==> src/rtl/lu_pkg.sv <==
// lu_pkg: shared definitions for the logic-unit result path.
//   LU_DATA_W / LU_FLAG_W : result word and flag vector widths.
//   LU_FLAG_* : bit positions inside the flag vector {za, zb, eq, gt, lt}.
//   lu_result_t : one captured entry, flags in the upper bits.
package lu_pkg;

  localparam int LU_DATA_W = 32;
  localparam int LU_FLAG_W = 5;

  localparam int LU_FLAG_ZA = 4;
  localparam int LU_FLAG_ZB = 3;
  localparam int LU_FLAG_EQ = 2;
  localparam int LU_FLAG_GT = 1;
  localparam int LU_FLAG_LT = 0;

  typedef struct packed {
    logic [LU_FLAG_W-1:0] flags;
    logic [LU_DATA_W-1:0] data;
  } lu_result_t;

endpackage

==> src/rtl/lu_fifo_mem.sv <==
// lu_fifo_mem: DEPTH x W register array for the result FIFO.
//   clk   : write clock
//   we    : write enable, writes wdata at waddr on the rising edge
//   waddr : write address
//   wdata : write word
//   raddr : read address (asynchronous read)
//   rdata : mem[raddr], no latency
// The array is deliberately not reset; the top level masks the read data
// while the FIFO is empty.
module lu_fifo_mem
  import lu_pkg::*;
#(
  parameter int DEPTH = 8,
  parameter int W     = LU_DATA_W + LU_FLAG_W,
  parameter int AW    = $clog2(DEPTH)
) (
  input  logic          clk,
  input  logic          we,
  input  logic [AW-1:0] waddr,
  input  logic [W-1:0]  wdata,
  input  logic [AW-1:0] raddr,
  output logic [W-1:0]  rdata
);

  logic [W-1:0] mem_q [DEPTH];

  always_ff @(posedge clk) begin
    if (we) begin
      mem_q[waddr] <= wdata;
    end
  end

  assign rdata = mem_q[raddr];

endmodule

==> src/rtl/lu_result_fifo.sv <==
// lu_result_fifo: capture FIFO between the logic unit and its consumer.
//   clk, rst            : single clock, synchronous active-high reset
//   in_valid/in_ready   : producer handshake, in_data/in_flags sampled on push
//   out_valid/out_ready : consumer handshake, out_data/out_flags show-ahead
//   count               : occupancy 0..DEPTH
//   drop_err            : sticky, set when in_valid arrives while full
//   clr_err             : clears drop_err (and the stats counters)
// Optional macro LU_RESULT_FIFO_STATS_EN adds eq_cnt, gt_cnt, lt_cnt:
// saturating 16-bit counts of pushed entries with that flag set.
//
// Handshake: a transfer happens on a rising edge where valid && ready are
// both 1. in_ready = !full and out_valid = !empty, both from registered
// count, so neither ready depends combinationally on the other side's valid.
module lu_result_fifo
  import lu_pkg::*;
#(
  parameter int DEPTH  = 8,
  parameter int DATA_W = LU_DATA_W,
  parameter int FLAG_W = LU_FLAG_W
) (
  input  logic                     clk,
  input  logic                     rst,
  input  logic                     in_valid,
  input  logic [DATA_W-1:0]        in_data,
  input  logic [FLAG_W-1:0]        in_flags,
  output logic                     in_ready,
  output logic                     out_valid,
  output logic [DATA_W-1:0]        out_data,
  output logic [FLAG_W-1:0]        out_flags,
  input  logic                     out_ready,
  output logic [$clog2(DEPTH):0]   count,
  output logic                     drop_err,
  input  logic                     clr_err
`ifdef LU_RESULT_FIFO_STATS_EN
  ,
  output logic [15:0]              eq_cnt,
  output logic [15:0]              gt_cnt,
  output logic [15:0]              lt_cnt
`endif
);

  localparam int PTR_W = $clog2(DEPTH);
  localparam int CNT_W = PTR_W + 1;
  localparam int W     = DATA_W + FLAG_W;

  logic [PTR_W-1:0] wr_ptr_q, wr_ptr_d;
  logic [PTR_W-1:0] rd_ptr_q, rd_ptr_d;
  logic [CNT_W-1:0] count_q, count_d;
  logic             drop_err_q, drop_err_d;

  logic             full, empty, push, pop, drop;
  logic [W-1:0]     rd_word;

  assign full  = (count_q == CNT_W'(DEPTH));
  assign empty = (count_q == '0);
  // Write is blocked at full even if a pop happens the same cycle.
  assign push  = in_valid & ~full;
  assign pop   = out_ready & ~empty;
  assign drop  = in_valid & full;

  always_comb begin
    wr_ptr_d   = wr_ptr_q;
    rd_ptr_d   = rd_ptr_q;
    count_d    = count_q;
    drop_err_d = drop_err_q;
    if (push) wr_ptr_d = wr_ptr_q + PTR_W'(1);
    if (pop)  rd_ptr_d = rd_ptr_q + PTR_W'(1);
    if (push && !pop)      count_d = count_q + CNT_W'(1);
    else if (pop && !push) count_d = count_q - CNT_W'(1);
    // A new drop wins over a concurrent clear.
    if (drop)         drop_err_d = 1'b1;
    else if (clr_err) drop_err_d = 1'b0;
  end

  always_ff @(posedge clk) begin
    if (rst) begin
      wr_ptr_q   <= '0;
      rd_ptr_q   <= '0;
      count_q    <= '0;
      drop_err_q <= 1'b0;
    end else begin
      wr_ptr_q   <= wr_ptr_d;
      rd_ptr_q   <= rd_ptr_d;
      count_q    <= count_d;
      drop_err_q <= drop_err_d;
    end
  end

  lu_fifo_mem #(
    .DEPTH (DEPTH),
    .W     (W),
    .AW    (PTR_W)
  ) u_mem (
    .clk   (clk),
    .we    (push),
    .waddr (wr_ptr_q),
    .wdata ({in_flags, in_data}),
    .raddr (rd_ptr_q),
    .rdata (rd_word)
  );

  // Mask the unreset array so the outputs read zero while empty.
  assign out_data  = empty ? '0 : rd_word[DATA_W-1:0];
  assign out_flags = empty ? '0 : rd_word[W-1:DATA_W];
  assign in_ready  = ~full;
  assign out_valid = ~empty;
  assign count     = count_q;
  assign drop_err  = drop_err_q;

`ifdef LU_RESULT_FIFO_STATS_EN
  logic [15:0] eq_cnt_q, eq_cnt_d;
  logic [15:0] gt_cnt_q, gt_cnt_d;
  logic [15:0] lt_cnt_q, lt_cnt_d;

  // clr_err takes precedence, so a push in the clearing cycle is not counted.
  always_comb begin
    eq_cnt_d = eq_cnt_q;
    gt_cnt_d = gt_cnt_q;
    lt_cnt_d = lt_cnt_q;
    if (clr_err) begin
      eq_cnt_d = '0;
      gt_cnt_d = '0;
      lt_cnt_d = '0;
    end else if (push) begin
      if (in_flags[LU_FLAG_EQ] && eq_cnt_q != 16'hFFFF) eq_cnt_d = eq_cnt_q + 16'd1;
      if (in_flags[LU_FLAG_GT] && gt_cnt_q != 16'hFFFF) gt_cnt_d = gt_cnt_q + 16'd1;
      if (in_flags[LU_FLAG_LT] && lt_cnt_q != 16'hFFFF) lt_cnt_d = lt_cnt_q + 16'd1;
    end
  end

  always_ff @(posedge clk) begin
    if (rst) begin
      eq_cnt_q <= '0;
      gt_cnt_q <= '0;
      lt_cnt_q <= '0;
    end else begin
      eq_cnt_q <= eq_cnt_d;
      gt_cnt_q <= gt_cnt_d;
      lt_cnt_q <= lt_cnt_d;
    end
  end

  assign eq_cnt = eq_cnt_q;
  assign gt_cnt = gt_cnt_q;
  assign lt_cnt = lt_cnt_q;
`endif

endmodule
==> config.mk <==
export PLATFORM = sky130hd
export DESIGN_NAME = lu_result_fifo
export DESIGN_NICKNAME = d
export VERILOG_FILES = /design/src/rtl/lu_pkg.sv /design/src/rtl/lu_fifo_mem.sv /design/src/rtl/lu_result_fifo.sv
export SDC_FILE = /design/constraint.sdc
export NUM_CORES = 1
export LEC_CHECK = 0
export ABC_AREA = 1
export ABC_CLOCK_PERIOD_IN_PS = 2800
export BUFFER_PORTS_ARGS = -buffer_cell sky130_fd_sc_hd__buf_2
export CAP_MARGIN = 20
export CELL_PAD_IN_SITES_DETAIL_PLACEMENT = 2
export CELL_PAD_IN_SITES_GLOBAL_PLACEMENT = 2
export CORE_MARGIN = 2
export CORE_UTILIZATION = 36
export DETAILED_ROUTE_END_ITERATION = 7
export PLACE_DENSITY_LB_ADDON = 0.15
export REMOVE_ABC_BUFFERS = 1
export SLEW_MARGIN = 5
export SYNTH_ARGS = -nofsm -noshare
export SYNTH_HDL_FRONTEND = slang
export SYNTH_SLANG_ARGS = --single-unit
==> constraint.sdc <==
create_clock -name clk -period 2.8 [get_ports clk]
set_input_delay 0.56 -clock clk [delete_from_list [all_inputs] [get_ports clk]]
set_output_delay 0.56 -clock clk [all_outputs]
set_load 0.05 [all_outputs]
==> results.md <==
- The type of element capturing the critical path is an output port.
- On the final layout, the worst hold slack is 0.304 ns.
- Port buffering added 85 buffers.
- The floorplan step set the die width to 197 um.
- At the end of routability-driven placement, the weighted congestion stood at 0.724.
- The peak supply drop is 425 uV.
- Across the run, the number of max-cap violations was 0.
- The clock drives 310 sinks.
- For this run the aggregate overflow at the end of global routing stands at 0.
- The arrival time reported for the critical path endpoint is 2.13 ns.
- The number of endpoints with negative hold slack in the final report came to 0.
- The part of the cycle the worst path needs is 96.1%.
- The number of global-route vias before repair was 10531.
- After clock tree synthesis, the clock-pin slew on the worst setup and hold paths is 0.05 ns.
- The reg-to-reg critical path endpoint is count[3]$_SDFFE_PP0P_.
- The fraction of synthesis flops using an asynchronous set or reset pin is 0%.
- The HPWL reported at the end of detailed placement is 21.8 mm.
- The fraction of the yosys area taken by sequential cells is 68.7%.
- The reg-to-reg setup timing slack is 0.49 ns.
- For this block, the via count after detailed routing is 9336.
- The post-route clock skew is 0.0178 ns.
- The clock reaches the later pin of the worst-skew pair after 0.52 ns.
- The total power draw is 15700 uW.
- The die is 197 um tall.
- The first TritonRoute pass finished after 6 iterations.
- The count of pins on the block boundary is 86.
- The cell type group with the largest total delay on the critical path is buffers and inverters.
- The top cell type's share of synthesized area is 66.6%.
- In this run the clock root is driven by a sky130_fd_sc_hd__clkbuf_16.
- The beginning of the worst register-to-register path is count[1]$_SDFFE_PP0P_.
- The number of antenna violations at the first check in global routing came to 4.
- The global-route total usage across every layer is 20.5%.
- The top achievable clock speed is 372 MHz.
- The pin count of the biggest net entering global routing is 84.
- The most repeated cell in the gate-level netlist after synthesis is sky130_fd_sc_hd__nand2_1.
- The worst pin sits at a relative slew slack of 65.9%.
- Counting the fill cells in the layout gives 3816.
- The aggregate routed wire length is 39.2 mm.
- For this run, the leading register cell type out of synthesis is sky130_fd_sc_hd__edfxtp_1.
- The share of final-layout standard cells stronger than drive strength 1 is 13.4%.
- The number of warnings printed during yosys synthesis is 0.
- Setup violations remaining at the end of the flow were counted as 0.
- The critical path in this run is classified as reg -> out.
- By area the synthesized netlist is led by sky130_fd_sc_hd__edfxtp_1 67%, sky130_fd_sc_hd__nand2_1 15%, sky130_fd_sc_hd__inv_1 4.6%.
- The first global-routing pass estimated 60.2 mm of wire.
- The starting density of the core is 36.5%.
- The largest single stage delay on the critical path is 0.43 ns.
- Once layout is complete, the cells apart from fillers number 1905.
- The cell taking the most area after synthesis is sky130_fd_sc_hd__edfxtp_1.
- The clock tree from TritonCTS is yes.
- For this design the ratio of total power to cell area is 987 nW/um^2.
- The number of buffer and inverter stages on the critical path is 4.
- Setup repair after global routing could not meet its margin everywhere.
- The number of gates on the worst path with buffers counted is 9.
- In the final design database the tool counted 1458 nets.
- The count of cells along the worst register-to-register path is 12.
- The synthesis-to-finish area growth is 18.9%.
- Using the TritonRoute via totals, the vias-per-cell ratio works out to 4.90.
- Walking the worst path, the cells encountered are inv_8, buf_12, buf_4, nand2_1, nand3_1, nand3_1, nand2_1, nor2_1, buf_2.
- The routed wire length per instance is 20.6 um.
- The synthesized netlist cell count is 1311.
- In this run the static leakage power is 0.00687 uW.
- The worst path in the final design needs a cycle of 2.69 ns, including I/O delays and setup.
- The nature of the critical path startpoint is a flip-flop.
- Once layout is complete, the utilization of the core stands at 43.5%.
- For the worst setup path, the data required time is 2.24 ns.
- The number of flops mapped to enable cells by yosys is 296.
- Including well taps, the total number of placed cells is 1832.
- The synthesized cell area is 13300 um^2.
- The number of buffers on the longest clock path is 3.
- Synthesis instantiated 21 different standard cells from the library.
- The H-tree generated during clock tree synthesis spans 2 levels.
- The critical path ends at out_data[19].
- The count of nets left with antenna violations once routing finished came out at 0.
- The area of the placeable core is 36500 um^2.
- The min-delay analysis places its worst path in the category in -> reg.
- The synthesized flop and latch total is 310.
- In the synthesized netlist, the cells that appear most often are 542 x sky130_fd_sc_hd__nand2_1, 296 x sky130_fd_sc_hd__edfxtp_1, 163 x sky130_fd_sc_hd__inv_1.
- Row generation in the floorplan step produced 70 rows.
- TritonCTS created 37 clock buffers.
- The floorplan step defined a die boundary enclosing 38600 um^2.
- The final number of max-transition violations is 0.
- In the routed design, unresolved DRC markers number 0.
- For the pin with the worst max-slew slack, the measured transition is 0.511 ns.
- The critical path's slowest cell is sky130_fd_sc_hd__dfxtp_4.
- Averaged over all synthesized cells, the footprint is 10.2 um^2.
- The violation count after the first detailed-routing iteration is 377.
- The run finished with clean final reports.
- The maximum fanout along the worst path is 30.
==> cell type report <==
type	instances	area [um^2]	area share, %
Timing Repair Buffer	122	1050	6.64
Multi-Input combinational cell	775	3220	20.3
Sequential cell	310	9180	57.8
Antenna cell	1	2.50	0.0158
Tap cell	468	586	3.69
Clock inverter	13	140	0.883
Clock buffer	52	1060	6.71
Inverter	164	623	3.93
==> through the flow <==
stage                     instance area (um^2)  setup WS (ns)  setup TNS, ns
after CTS                                15700       -0.00101       -0.00101
after global routing                     15900        -0.0508         -0.182
after floorplan                          12900          -2.78        -364.65
after global placement                   14500          0.478              0
after detailed placement                 14500          0.473              0
final                                    15900          0.109              0
==> timing repair <==
item | CTS | global route
hold buffers | 0 | 0
resized for setup | 7 | 25
cloned | 0 | 2
buffers inserted | 1 | 4
pin swaps | 0 | 0
endpoints found under the setup margin | 16 | 25
==> per-layer routing <==
| layer | global-route usage (%) | part of all wire (%) | up-vias |
|---|---|---|---|
| li1 | - | - | 4393 |
| met1 | 25.5 | 44 | 4759 |
| met2 | 37.4 | 51 | 127 |
| met3 | 3.29 | 3.3 | 53 |
| met4 | 4.32 | 1.5 | 4 |
| met5 | 0 | 0.076 | - |
==> cells in the final DEF, fill, tap and decap left out, drive strengths merged <==
| master | n |
|---|---|
| clkinv | 9 |
| nand4 | 1 |
| edfxtp | 296 |
| or2 | 1 |
| xor2 | 3 |
| o21ai | 3 |
| bufinv | 3 |
| a21oi | 8 |
| ha | 5 |
| inv | 165 |
| dfxtp | 14 |
| nand2 | 542 |
| nor2 | 91 |
| buf | 115 |
| fa | 1 |
| nand3 | 120 |
| clkbuf | 59 |
| diode | 1 |
==> sequential cells by signal, summed over array words and instances, names as in the netlist, named ones only <==
register	flops
u_mem.mem_q	296
count	4
rd_ptr_q	3
wr_ptr_q	3
drop_err	1
==> worst min-delay path, stage by stage <==
cell and delay, ns:
sky130_fd_sc_hd__buf_2 0.07, sky130_fd_sc_hd__inv_1 0.03, sky130_fd_sc_hd__nand2_1 0.05, sky130_fd_sc_hd__a21oi_1 0.06
==> power breakdown <==
part | switching [uW] | total (uW) | internal [uW]
Sequential | 158 | 5570 | 5410
Combinational | 3900 | 5330 | 1440
Clock | 1850 | 4770 | 2920
Total | 5910 | 15700 | 9760
==> cells by family (layout without fill, tap and decap cells) <==
family          Yosys count  after routing  share of synthesized area (%)
simple gates            755            755                           22.4
flops                   310            310                           68.7
buf+inv                 226            351                           7.62
compound gates           11             11                          0.413
fa+ha+maj                 6              6                          0.619
xor+xnor                  3              3                          0.197
other cells               0              1                              0
==> how the worst min path moves through the flow <==
stage	startpoint	end	slack (ns)	cells after the start
after floorplan	rd_ptr_q[1]$_SDFFE_PP0P_	flip-flop	0.45	2
after global placement	drop_err$_SDFFE_PP0P_	drop_err$_SDFFE_PP0P_	0.46	2
after detailed placement	rd_ptr_q[1]$_SDFFE_PP0P_	flip-flop	0.48	2
after CTS	in_data[0]	u_mem.mem_q[6][0]$_DFFE_PP_	0.29	1
after global routing	in_flags[0]	u_mem.mem_q[0][32]$_DFFE_PP_	0.30	1
final	clr_err	drop_err$_SDFFE_PP0P_	0.30	4
No activity file was read; power rests on OpenSTA's default activity.
